--- src/rtl/answer_history.sv ---
// Circular history of captured answers with edge-detected store/prev/next
// buttons; presents the selected entry as a registered output.
module answer_history #(
    parameter int WIDTH = 8,
    parameter int DEPTH = 4
) (
    input  logic                       clk,
    input  logic                       reset,
    input  logic [WIDTH-1:0]           din,
    input  logic                       store,
    input  logic                       prev,
    input  logic                       next,
    input  logic                       clr,
    output logic [WIDTH-1:0]           out,
    output logic [$clog2(DEPTH+1)-1:0] count,
    output logic [$clog2(DEPTH)-1:0]   idx,
    output logic                       empty,
    output logic                       full
);

    localparam int CW = $clog2(DEPTH + 1);
    localparam int IW = $clog2(DEPTH);

    logic             store_q, prev_q, next_q;
    logic             rise_store, rise_prev, rise_next;
    logic [IW-1:0]    wp;
    logic [IW-1:0]    prev_addr, next_addr;
    logic             can_prev, can_next;
    logic [WIDTH-1:0] mem [DEPTH];

    assign rise_store = store & ~store_q;
    assign rise_prev  = prev  & ~prev_q;
    assign rise_next  = next  & ~next_q;

    // Pointer arithmetic wraps naturally because the address width is log2(DEPTH).
    assign prev_addr = wp - IW'(2) - idx;
    assign next_addr = wp - idx;
    assign can_prev  = (CW'(idx) + CW'(1)) < count;
    assign can_next  = idx != '0;

    assign empty = count == '0;
    assign full  = count == CW'(DEPTH);

    // NOTE: the history array carries no reset; count and idx alone decide
    // which entries are meaningful, so stale contents are never observed.
    always_ff @(posedge clk) begin
        if (reset && !clr && rise_store) begin
            mem[wp] <= din;
        end
    end

    // NOTE: every sequential assignment is non-blocking so all state in this
    // block updates from the same pre-edge values.
    always_ff @(posedge clk) begin
        if (!reset) begin
            store_q <= 1'b1;
            prev_q  <= 1'b1;
            next_q  <= 1'b1;
            wp      <= '0;
            idx     <= '0;
            count   <= '0;
            out     <= '0;
        end else begin
            store_q <= store;
            prev_q  <= prev;
            next_q  <= next;
            if (clr) begin
                wp    <= '0;
                idx   <= '0;
                count <= '0;
                out   <= '0;
            end else if (rise_store) begin
                wp    <= wp + IW'(1);
                idx   <= '0;
                out   <= din;
                count <= full ? count : count + CW'(1);
            end else if (rise_prev && !rise_next) begin
                if (can_prev) begin
                    idx <= idx + IW'(1);
                    out <= mem[prev_addr];
                end
            end else if (rise_next && !rise_prev) begin
                if (can_next) begin
                    idx <= idx - IW'(1);
                    out <= mem[next_addr];
                end
            end
        end
    end

endmodule

--- config.mk ---
export PLATFORM = sky130hd
export DESIGN_NAME = answer_history
export DESIGN_NICKNAME = d
export VERILOG_FILES = /design/src/rtl/answer_history.sv
export SDC_FILE = /design/constraint.sdc
export NUM_CORES = 1
export LEC_CHECK = 0
export CORE_MARGIN = 1.5
export CORE_UTILIZATION = 25
export DETAILED_ROUTE_END_ITERATION = 8
export HOLD_SLACK_MARGIN = 0.15
export PLACE_DENSITY = 0.51
export SETUP_SLACK_MARGIN = 0.2
export SYNTH_ARGS = -nofsm -noshare
export SYNTH_HDL_FRONTEND = slang
export SYNTH_SLANG_ARGS = --single-unit
--- constraint.sdc ---
create_clock -name clk -period 3.4 [get_ports clk]
set_input_delay 0.68 -clock clk [delete_from_list [all_inputs] [get_ports clk]]
set_output_delay 0.68 -clock clk [all_outputs]
set_load 0.01 [all_outputs]
==> summary.txt <==
Power
  – Pleak: between 0.9 and 1 nW
  – Pwr per Cell Area: ~390 nW/um2
  – VDD IR max: between 150 and 200 uV

Floorplan
  – # IOs: 29
  – Core box area: 9150 um2
  – Rows: 35
  – Die X: about 100 um
  – Die area: 9900 um2
  – Initial Util: 0.254
  – Die Ht: 99.5 um

Layout
  – Synthesis-to-layout area growth: 20.3%
  – Final core utilization: 0.306
  – Fin nets: 224
  – FILL cells: 916
  – Proportion of layout cells with a drive suffix above 1: 0.121
  – Ant diodes: 0
  – Commonest non-fill, non-tap cell in the layout: edfxtp_1
  – Commonest cells after routing, fill and taps aside: 32 x edfxtp_1, 28 x clkdlybuf4s50_1, 18 x dfxtp_1

Setup path
  – CP endpoint kind: register
  – Worst endpoint required time: 3560 ps
  – Reg2Reg Setup Slack: 820 ps
  – Reg2reg path depth: 8
  – Reg-to-reg critical path startpoint: idx[0]
  – Critical Path Start Type: register
  – Worst r2r dst: out[3]
  – Critical path type: reg -> reg
  – Crit path DAT: roughly 2700 ps
  – Worst setup path start: idx[0]
  – Crit-path max FO: 16

Routing
  – Met2 wire length: between 2 and 2.5 mm
  – M1 WL: ~2.2 mm
  – Vias per cell: between 4 and 5
  – Wirelength, routed: between 4 and 5 mm
  – Routed length per instance: 14.4 um
  – Vias: 1,378
  – Met3 WL post-DR: 145 um
  – Post-route ant nets: 0
  – Highest metal used: met4
  – # DRC: 0
  – Detailed-router iteration count before antenna repair: 4
  – Starting DRT DRC Count: 53

Synthesis
  – Syn Inst Count: 167
  – Synthesized Nets: 194
  – Seq/Total Area, Yosys: 0.567
  – Cell Area, Synth: 2330 um2
  – Count of different cell masters after synthesis: 30
  – Syn. warnings: 0
  – Syn_area_per_cell: 13.9 um2
  – Register bit total from synthesis: 50

Timing
  – Highest Clock Rate: between 300 and 400 MHz
  – Sum Neg Setup Slack: 0 ps
  – Tightest Pin Transition: 765 ps
  – Slew margin rel.: 0.490
  – Layout Skew: around 9 ps
  – Final setup vio count: 0
  – Fin worst setup slack: 822 ps
  – Pins Over Slew Limit: 0
  – Final Hold Vio Count: 0
  – Fin crit share: 0.758
  – Tmin final: 2580 ps
  – RSZ-0062 raised after global routing: false

Clock tree
  – CTS clock-pin slew for the worst setup and hold paths: 100 ps
  – CTS tree: yes
  – Post-CTS Setup Bufs: 0
  – CTS Root Cell: clkbuf_8
  – CTS H-Tree Depth: 2
  – Post_cts resized: 0
  – Max clock buf depth: 2
  – Cts hold-fix bufs: 0
  – Cts bufs inserted: 5
  – Clock sinks: 50
  – Clk Latency, worst-skew pair: about 300 ps

Min path
  – Hold endpoint: out[1]
  – Hold Crit Depth: 2
  – Hold path start: out[1]
  – Worst Hold Class: reg -> reg

Global route
  – Largest net degree at the start of global routing: 18
  – Overflow after GRT: 0
  – Vias in the first global route: 1,383
  – Initial antenna violation count: 0
  – Total track usage: 0.0991
  – First-pass GRT wire length: 7.31 mm

Run
  – Max_cap viols: 0

Status
  – Status: complete, no violations

Placement
  – HPWL after DPL: 3.02 mm
  – Pre-CTS WS: 488 ps
  – Port Buf Inserts: 28
  – RD Place Congestion: ~0.71
## worst max-delay path, cell delays in order (launching register included)
cell	delay, ps
dfxtp_1	530
inv_1	80
ha_1	310
ha_1	280
a21boi_2	160
o21ai_2	90
a221oi_4	640
nor2b_2	280
a211oi_2	50
## flip-flops by register name, summed over array words and instances, names as in the netlist
name     flops
store_q      1
out          8
next_q       1
count        3
idx          2
prev_q       1
mem         32
wp           2
## metrics by stage
| step | cell area [um2] | hold WS (ps) | std cells | total power [W] |
|---|---|---|---|---|
| after CTS | 2800 | 538 | 309 | 0.00110 |
| after floorplan | 2330 | 493 | 167 | 0.000710 |
| after global routing | 2800 | 550 | 309 | 0.00113 |
| final | 2800 | 528 | 309 | 0.00109 |
| after global placement | 2710 | 514 | 301 | 0.000744 |
| after detailed placement | 2710 | 521 | 301 | 0.000745 |
## worst max-delay path by stage
stage	end	slack, ps	cells after the start
after floorplan	out[6]	1190	9
after global placement	out[1]	520	9
after detailed placement	out[5]	490	8
after CTS	out[3]	790	8
after global routing	out[5]	580	8
final	out[3]	820	8
## synth_stat cells
| cell type | number | share of area |
|---|---|---|
| nand2b_1 | 8 | 0.021 |
| xor2_1 | 1 | 0.0038 |
| buf_4 | 2 | 0.0064 |
| a221oi_4 | 1 | 0.011 |
| buf_1 | 1 | 0.0016 |
| a21oi_1 | 13 | 0.028 |
| a211oi_2 | 8 | 0.043 |
| nand2_1 | 12 | 0.019 |
| nor2_1 | 4 | 0.0064 |
| nor2b_1 | 10 | 0.027 |
| or3_1 | 2 | 0.0054 |
| nor3_1 | 3 | 0.0064 |
| o21ai_0 | 3 | 0.0064 |
| o21ai_2 | 1 | 0.0038 |
| buf_2 | 1 | 0.0021 |
| a21boi_2 | 1 | 0.0048 |
| inv_1 | 9 | 0.015 |
| a31oi_1 | 1 | 0.0027 |
| xnor2_1 | 3 | 0.011 |
| mux4_1 | 8 | 0.090 |
| ha_1 | 13 | 0.070 |
| mux2i_1 | 1 | 0.0043 |
| and2_1 | 1 | 0.0027 |
| nor2b_2 | 3 | 0.011 |
| buf_12 | 1 | 0.0086 |
| and3_1 | 4 | 0.011 |
| edfxtp_1 | 32 | 0.41 |
| clkbuf_2 | 1 | 0.0021 |
| dfxtp_1 | 18 | 0.15 |
| xnor2_2 | 1 | 0.0070 |
## kinds of logic after synthesis
group / share of synthesized area
flip-flops: 0.567
AND/OR/NAND/NOR: 0.111
AO/OA/AOI/OAI: 0.0999
buffers and inverters: 0.0355
adder cells (fa/ha/maj): 0.0699
multiplexers: 0.0946
XOR/XNOR: 0.0220
## area by class of cell
cell class / instances / area (um2) / share of cell area
flip-flops and latches: 50 / 1320 / 0.472
well taps: 111 / 139 / 0.0496
clock inverters: 3 / 25.0 / 0.00894
inverters: 9 / 33.8 / 0.0121
multi-input cells: 102 / 925 / 0.330
clock buffers: 5 / 68.8 / 0.0246
repair buffers: 29 / 288 / 0.103
## layer usage
layer / GRT usage / vias up
li1: - / 670
met5: 0 / -
met2: 0.154 / 21
met1: 0.134 / 682
met4: 0.0325 / 0
met3: 0.0274 / 5
## where the power goes
group,switching (W),leakage [nW],internal [W],total [W]
sequential,0.00000290,0.434,0.000650,0.000653
combinational,0.0000398,0.512,0.0000376,0.0000774
clock,0.000206,0.0447,0.000149,0.000355
total,0.000249,0.991,0.000836,0.00109
Note: power is estimated with default switching activity, not from simulation.
